[src/rtl/busg_arb.sv]
// busg_arb: round-robin arbiter and strobe sequencer for the shared G bus.
// Three requesters compete for one 8-bit data bus. The winner's byte is
// latched at grant, and the owner's strobe is framed by one setup cycle and
// HOLD hold cycles. A one-cycle ack marks completion.
module busg_arb #(
  parameter int PULSE = 3,  // strobe-high length in cycles, 1..15
  parameter int HOLD  = 1   // data-hold cycles after strobe falls, 0..15
) (
  input  logic       clk,
  input  logic       rst,
  input  logic [2:0] req,
  input  logic [7:0] data0,
  input  logic [7:0] data1,
  input  logic [7:0] data2,
  output logic [2:0] ack,
  output logic [7:0] g,
  output logic [2:0] gc,
  output logic       busy,
  output logic [1:0] owner
);

  typedef enum logic [1:0] {
    S_IDLE,
    S_SETUP,
    S_STROBE,
    S_HOLD
  } state_t;

  localparam logic [3:0] PULSE_LD = 4'(PULSE - 1);
  localparam logic [3:0] HOLD_LD  = (HOLD > 0) ? 4'(HOLD - 1) : 4'd0;

  state_t     state, state_n;
  logic [3:0] cnt, cnt_n;

  logic [2:0] elig;
  logic       gnt_valid;
  logic [1:0] gnt_idx;
  logic [1:0] start;
  logic [2:0] cand;

  logic [2:0] ack_n;
  logic [7:0] g_n;
  logic [2:0] gc_n;
  logic       busy_n;
  logic [1:0] owner_n;

  // Round-robin pick: search from owner+1 (mod 3). A requester acked this
  // cycle is masked so it cannot win twice in a row.
  always_comb begin
    // NOTE: every variable written here gets a default first, so no path
    // leaves it unassigned and no latch is inferred.
    elig      = req & ~ack;
    gnt_valid = 1'b0;
    gnt_idx   = 2'd0;
    start     = (owner == 2'd2) ? 2'd0 : owner + 2'd1;
    cand      = 3'd0;
    for (int i = 0; i < 3; i++) begin
      cand = 3'(start) + 3'(i);
      if (cand >= 3'd3) cand = cand - 3'd3;
      if (!gnt_valid && elig[cand[1:0]]) begin
        gnt_valid = 1'b1;
        gnt_idx   = cand[1:0];
      end
    end
  end

  // State and phase counter register; reset wins over every transition.
  always_ff @(posedge clk) begin
    // NOTE: sequential state uses non-blocking assignments so all registers
    // update together from pre-edge values.
    if (rst) begin
      state <= S_IDLE;
      cnt   <= 4'd0;
    end else begin
      state <= state_n;
      cnt   <= cnt_n;
    end
  end

  // Next-state logic: counter loads on phase entry and advances at zero.
  always_comb begin
    state_n = state;
    cnt_n   = cnt;
    unique case (state)
      S_IDLE: begin
        if (gnt_valid) state_n = S_SETUP;
      end
      S_SETUP: begin
        state_n = S_STROBE;
        cnt_n   = PULSE_LD;
      end
      S_STROBE: begin
        if (cnt != 4'd0) begin
          cnt_n = cnt - 4'd1;
        end else if (HOLD == 0) begin
          state_n = S_IDLE;
        end else begin
          state_n = S_HOLD;
          cnt_n   = HOLD_LD;
        end
      end
      S_HOLD: begin
        if (cnt != 4'd0) cnt_n = cnt - 4'd1;
        else             state_n = S_IDLE;
      end
      default: state_n = S_IDLE;
    endcase
  end

  // Output logic: next values of the registered outputs, derived from the
  // upcoming state so each output lines up with the phase it describes.
  always_comb begin
    g_n     = g;
    owner_n = owner;
    if (state == S_IDLE && gnt_valid) begin
      owner_n = gnt_idx;
      unique case (gnt_idx)
        2'd0:    g_n = data0;
        2'd1:    g_n = data1;
        default: g_n = data2;
      endcase
    end
    gc_n   = (state_n == S_STROBE) ? (3'b001 << owner_n) : 3'b000;
    busy_n = (state_n != S_IDLE);
    ack_n  = (state != S_IDLE && state_n == S_IDLE) ? (3'b001 << owner) : 3'b000;
  end

  // Output registers; owner resets to 2 so requester 0 is searched first.
  always_ff @(posedge clk) begin
    if (rst) begin
      ack   <= 3'b000;
      g     <= 8'h00;
      gc    <= 3'b000;
      busy  <= 1'b0;
      owner <= 2'd2;
    end else begin
      ack   <= ack_n;
      g     <= g_n;
      gc    <= gc_n;
      busy  <= busy_n;
      owner <= owner_n;
    end
  end

endmodule

[config.mk]
export PLATFORM = sky130hd
export DESIGN_NAME = busg_arb
export DESIGN_NICKNAME = d
export VERILOG_FILES = /design/src/rtl/busg_arb.sv
export SDC_FILE = /design/constraint.sdc
export NUM_CORES = 1
export LEC_CHECK = 0
export CAP_MARGIN = 15
export CORE_MARGIN = 2
export CORE_UTILIZATION = 42
export CTS_CLUSTER_SIZE = 25
export DETAILED_ROUTE_END_ITERATION = 8
export PLACE_DENSITY = 0.77
export REMOVE_ABC_BUFFERS = 1
export SYNTH_ARGS = -nofsm -noshare
export SYNTH_HDL_FRONTEND = slang
export SYNTH_SLANG_ARGS = --single-unit
[constraint.sdc]
create_clock -name clk -period 2.19 [get_ports clk]
set_clock_uncertainty 0.15 [all_clocks]
set_input_delay 0.3285 -clock clk [delete_from_list [all_inputs] [get_ports clk]]
set_output_delay 0.3285 -clock clk [all_outputs]
set_load 0.01 [all_outputs]
==> results_dict.tcl, run 1 <==
set metrics [dict create \
    via_per_inst 5.73 \
    cts_made_buffers 3 \
    hold_class "flop to flop" \
    relSlewSlack_pct 52.9 \
    wl_per_cell_um 14.6 \
    die_y_um 56.1 \
    area_growth_pct 45.3 \
    wl_um 2990 \
    ys_top_cells_by_area "dfxtp_1, a311oi_1, a31oi_1" \
    n_antenna_cell 0 \
    cts_buffer_depth 2 \
    r2r-start "owner[0]" \
    path_max_fanout 10 \
    regArea_um2 460 \
    critical_path_arrival_ns 1.45 \
    htree_levels 1 \
    grt_util_met2_pct 35.3 \
    die_width_um 56.1 \
    row_count 18 \
    grt_pass1_vias 1165 \
    placed_area_um2 1630 \
    grt_pass1_wl_um 5040 \
    synth_top_area_cell "dfxtp_1" \
    portBuffers 45 \
    design_area_um2 1660 \
    worst_slew_pin_slew_ns 0.702 \
    die_area_um2 3150 \
    path_class "flop to output pin" \
    yosys_warnings 0 \
    grt_use_total_pct 20.2 \
    worst_setup_path_start_kind "flop" \
    grt.overflow.total 0 \
    cp_slowest_cell "clkdlybuf4s50_1" \
    netlist_area_um2 1140 \
    drt_iter0_markers 45 \
    reg2reg_depth 4 \
    ys.flop_type "dfxtp_1" \
    whs_endpoint "g[4]" \
    outcome "finished, final reports clean" \
    clock_latency_ns 0.31 \
    synth_edf_count 0 \
    io_pins 46 \
    crit_chain "clkdlybuf4s50_1" \
    end_kind "output pin" \
    r2r-end "g[1]" \
    dp_hpwl_um 2270 \
    drv_slew 0 \
    ys_types 40 \
    ys_seq_elements 23 \
    hold_start "g[4]" \
    cap_violations 0 \
    nets 207 \
    core_um2 2520 \
    placed_cells 201 \
    syn-instance-count 129 \
    holdPathStages 2 \
    n_fill_cell 220 \
    path_buf_inv 1 \
    rrSetupSlack_ns 0.31 \
    clockRootBuffer "clkbuf_4" \
    postCtsSetupBuffers 0 \
    grt_busiest_layer "met2" \
    multiInputGateArea_um2 629 \
    rsz0062_at_grt "false" \
    max-vdd-ir-drop_v 0.000451 \
    use_met3_pct 3.95 \
    synthArstFlopShare_pct 0 \
    syn_avg_cell_area_um2 8.85 \
    slowest_delay_ns 0.60 \
    ant_nets 0 \
    drtPass1Iterations 4 \
    fin_crit_ns 1.92 \
    antenna_found_initial 0 \
    place_congestion 0.809 \
    cts_tree "done" \
    fmax_ghz 0.520 \
    cts.sinks 23 \
    finalHoldViolations 0 \
    holdBufCountCts 0 \
    start_util_pct 45.2 \
    cp_top_family "buffers and inverters" \
    drc 0 \
    setup_violations 0 \
    power_density_nw_per_um2 785 \
    post-route-period-util_pct 87.8 \
    synth-seq-area-share_pct 40.4 \
    critPathRequiredTime_ns 1.71 \
    drive_gt1_share_pct 9.14 \
    power.leakage_uw 0.000601 \
    synth_top_area_share_pct 40.4 \
    grt_use_met1_pct 23.8 \
    cts-resized-gates 0 \
    grt_max_degree 17 \
    final_util_pct 65.7 \
    path_clk_slew_ns 0.12 \
    final-instance-count-excl-fill 205 \
    num_vias 1174 \
]
[cell usage in the layout, fill, tap and decap left out, types with 2 or more instances in the layout]
cell type,Yosys,final
clkdlybuf4s50_1,0,45
dfxtp_1,23,23
nor2_1,13,13
a311oi_1,9,9
nand2_1,8,8
a31oi_1,8,8
o22ai_1,8,8
nor2b_1,7,7
buf_4,0,6
a21oi_1,4,4
nand2b_1,3,3
o21ai_0,3,3
and3_1,3,3
clkbuf_4,0,3
inv_1,2,2
nor3b_1,2,2
nand3b_1,2,2
o31a_1,2,2
nor4_1,2,2
ha_1,2,2
[sequential cells by signal (all words and copies together) (netlist names)]
| signal | cells |
|---|---|
| busy | 1 |
| cnt | 4 |
| state | 2 |
| owner | 2 |
| ack | 3 |
| gc | 3 |
| g | 8 |
[cells in the mapped netlist (all sizes together), types with 2 or more instances]
master  number
dfxtp       23
nor2        13
a311oi       9
nand2        9
a31oi        8
o22ai        8
nor2b        7
buf          5
a21oi        4
clkbuf       4
o21ai        4
and3         3
nand2b       3
ha           2
inv          2
nand3b       2
nor3         2
nor3b        2
nor4         2
o31a         2
[worst max path at each step]
stage / endpoint / slack [ns] / cells past startpoint / startpoint
after floorplan: gc[1] / 0.38 / 4 / req[0]
after global placement: g[2] / -0.005 / 5 / req[1]
after detailed placement: g[2] / 0.0009 / 5 / req[1]
after CTS: owner[1] / 0.26 / 1 / owner[1]
after global routing: owner[1] / 0.19 / 1 / owner[1]
final: owner[1] / 0.27 / 1 / owner[1]
[report_power, final]
| part | internal [uW] | switching (uW) | total (uW) |
|---|---|---|---|
| Combinational | 292 | 261 | 554 |
| Clock | 68.3 | 127 | 196 |
| Sequential | 487 | 65.6 | 553 |
[per-layer routing]
| layer | share of wire [%] | vias up |
|---|---|---|
| met5 | 0 | - |
| met4 | 1.2 | 0 |
| met3 | 7.7 | 4 |
| met2 | 46 | 60 |
| met1 | 45 | 533 |
| li1 | - | 577 |
[final cells by class]
class                   count  share of cell area, %
multi-input cells          95                   38.0
inverters                   2                  0.453
flip-flops and latches     23                   27.8
repair buffers             51                   29.9
clock buffers               3                   1.36
well taps                  30                   2.26
clock inverters             1                  0.302
[kinds of logic (layout without fill, tap and decap cells)]
family	after synthesis	count (layout)	share of synthesized area, %
fa+ha+maj	2	2	2.19
buf+inv	11	57	4.50
simple gates	50	50	24.8
xor+xnor	1	1	0.768
mux	1	1	1.21
compound gates	41	41	26.2
flops	23	23	40.4
[through the flow]
stage | hold WS, ns | TNS, ns | total power (uW) | setup slack, ns
after detailed placement | 0.342 | 0 | 1110 | 0.000873
after CTS | 0.360 | 0 | 1310 | 0.261
final | 0.357 | 0 | 1300 | 0.266
after global placement | 0.335 | -0.00497 | 1100 | -0.00497
after global routing | 0.378 | 0 | 1390 | 0.193
after floorplan | 0.248 | 0 | 854 | 0.377
(Power assumes the default switching activity.)
==> run 2, diff against run 1 <==
CORE_ASPECT_RATIO = 0.8   (was default)
CORE_UTILIZATION = 40   (was 42)
CTS_CLUSTER_SIZE = 8   (was 25)
PLACE_DENSITY = 0.74   (was 0.77)
==> run 2 against run 1 <==
  * Worst hold slack got worse by 0.0012 ns
  * Flip-flop and latch count unchanged
  * Critical path type is now primary input to flop
  * Worst setup slack improved by 0.0056 ns
==> results_dict.tcl, run 2 (synthesized netlist as in run 1, its figures left out) <==
set metrics [dict create \
    outcome "finished, final reports clean" \
    dp_hpwl_um 2530 \
    hold_class "flop to flop" \
    drtPass1Iterations 4 \
    nets 212 \
    path_max_fanout 8 \
    largest_reg_flops 8 \
    m1WireLength_um 1480 \
    relSlewSlack_pct 55.4 \
    clockRootBuffer "clkbuf_4" \
    core_um2 2740 \
    drc 0 \
    end_kind "flop" \
    die_area_um2 3300 \
    setup_violations 0 \
    path_class "primary input to flop" \
    antenna_found_initial 0 \
    rsz0062_at_grt "false" \
    cts_buffer_depth 2 \
    layout_common_cells "clkdlybuf4s50_1, dfxtp_1, nor2_1, buf_4, a311oi_1" \
    n_fill_cell 242 \
    whs_ns 0.356 \
    top_layer "met4" \
    drive_gt1_share_pct 11.7 \
    fmax_ghz 0.521 \
    die_width_um 63.7 \
    cts-resized-gates 0 \
    wl_um 3170 \
    die_y_um 51.8 \
    place_congestion 0.882 \
    postCtsSetupBuffers 0 \
    via_per_inst 5.58 \
    cts_tree "done" \
    cts.sinks 23 \
    portBuffers 45 \
    regArea_um2 460 \
    max-vdd-ir-drop_v 0.000444 \
    placed_cells 214 \
    n_antenna_cell 0 \
    wl_per_cell_um 14.5 \
    grt_max_degree 14 \
    critPathRequiredTime_ns 2.27 \
    power.total_uw 1340 \
    worst_setup_path_start_kind "primary input" \
    ant_nets 0 \
    multiInputGateArea_um2 629 \
    path_clk_slew_ns 0.13 \
    grt_pass1_vias 1135 \
    final_util_pct 62.2 \
    power_density_nw_per_um2 785 \
    fin_crit_ns 1.92 \
    power.leakage_uw 0.000626 \
    cts_made_buffers 3 \
    dr_wl_met2_um 1540 \
    area_growth_pct 49.5 \
    holdBufCountCts 0 \
    critical_path_arrival_ns 2.00 \
    worst_slew_pin_slew_ns 0.665 \
    drt_iter0_markers 37 \
    grt.overflow.total 0 \
    grt_use_total_pct 19.7 \
    num_vias 1216 \
    clock_latency_ns 0.31 \
    setup_tns_ns 0 \
    grt_pass1_wl_um 5080 \
    row_count 17 \
    routed-wl-met3_um 128 \
    final-instance-count-excl-fill 218 \
    post-route-period-util_pct 87.6 \
    drv_slew 0 \
    final_common_cell "clkdlybuf4s50_1" \
    largestRegisters "g (8), cnt (4)" \
    regMostFlops "g" \
    htree_levels 1 \
    start_util_pct 41.6 \
    io_pins 46 \
    cap_violations 0 \
    finalHoldViolations 0 \
]
==> run 2: final cells by class <==
class,instances,share of cell area (%)
timing repair buffer,56,31.3
clock buffer,3,1.32
multi-input combinational,95,36.9
sequential,23,27.0
clock inverter,1,0.293
inverter,2,0.440
tap,38,2.79
==> run 2: metal layers <==
| metal | global-route usage (%) | up-vias |
|---|---|---|
| li1 | - | 589 |
| met1 | 26.7 | 577 |
| met2 | 33.9 | 46 |
| met3 | 2.81 | 4 |
| met4 | 3.99 | 0 |
| met5 | 0 | - |
==> run 2: final timing paths <==
path             from   end  slack [ns]  cells past startpoint
min              g[6]  g[6]        0.36                      2
max reg2reg  owner[0]  g[0]        0.28                      4
min reg2reg      g[6]  g[6]        0.36                      2
max            req[0]  g[0]        0.27                      5
==> run 2: worst max-delay path: stages <==
cell and delay, ns:
clkdlybuf4s50_1 0.47, nor2b_1 0.31, and2_0 0.42, o22ai_1 0.18
a311oi_1 0.29
==> run 2: metrics by stage <==
stage          setup WS (ns)  cell area (um^2)
2_1_floorplan          0.377              1100
3_3_place_gp          0.0131              1680
3_5_place_dp         -0.0141              1680
4_1_cts                0.253              1710
5_1_grt                0.122              1710
6_report               0.272              1710
==> run 2: power breakdown <==
group	internal (uW)	total [uW]	switching, uW	leakage, uW
Combinational	314	588	274	0.000419
Clock	68.2	197	129	0.0000177
Sequential	487	553	66.1	0.000189
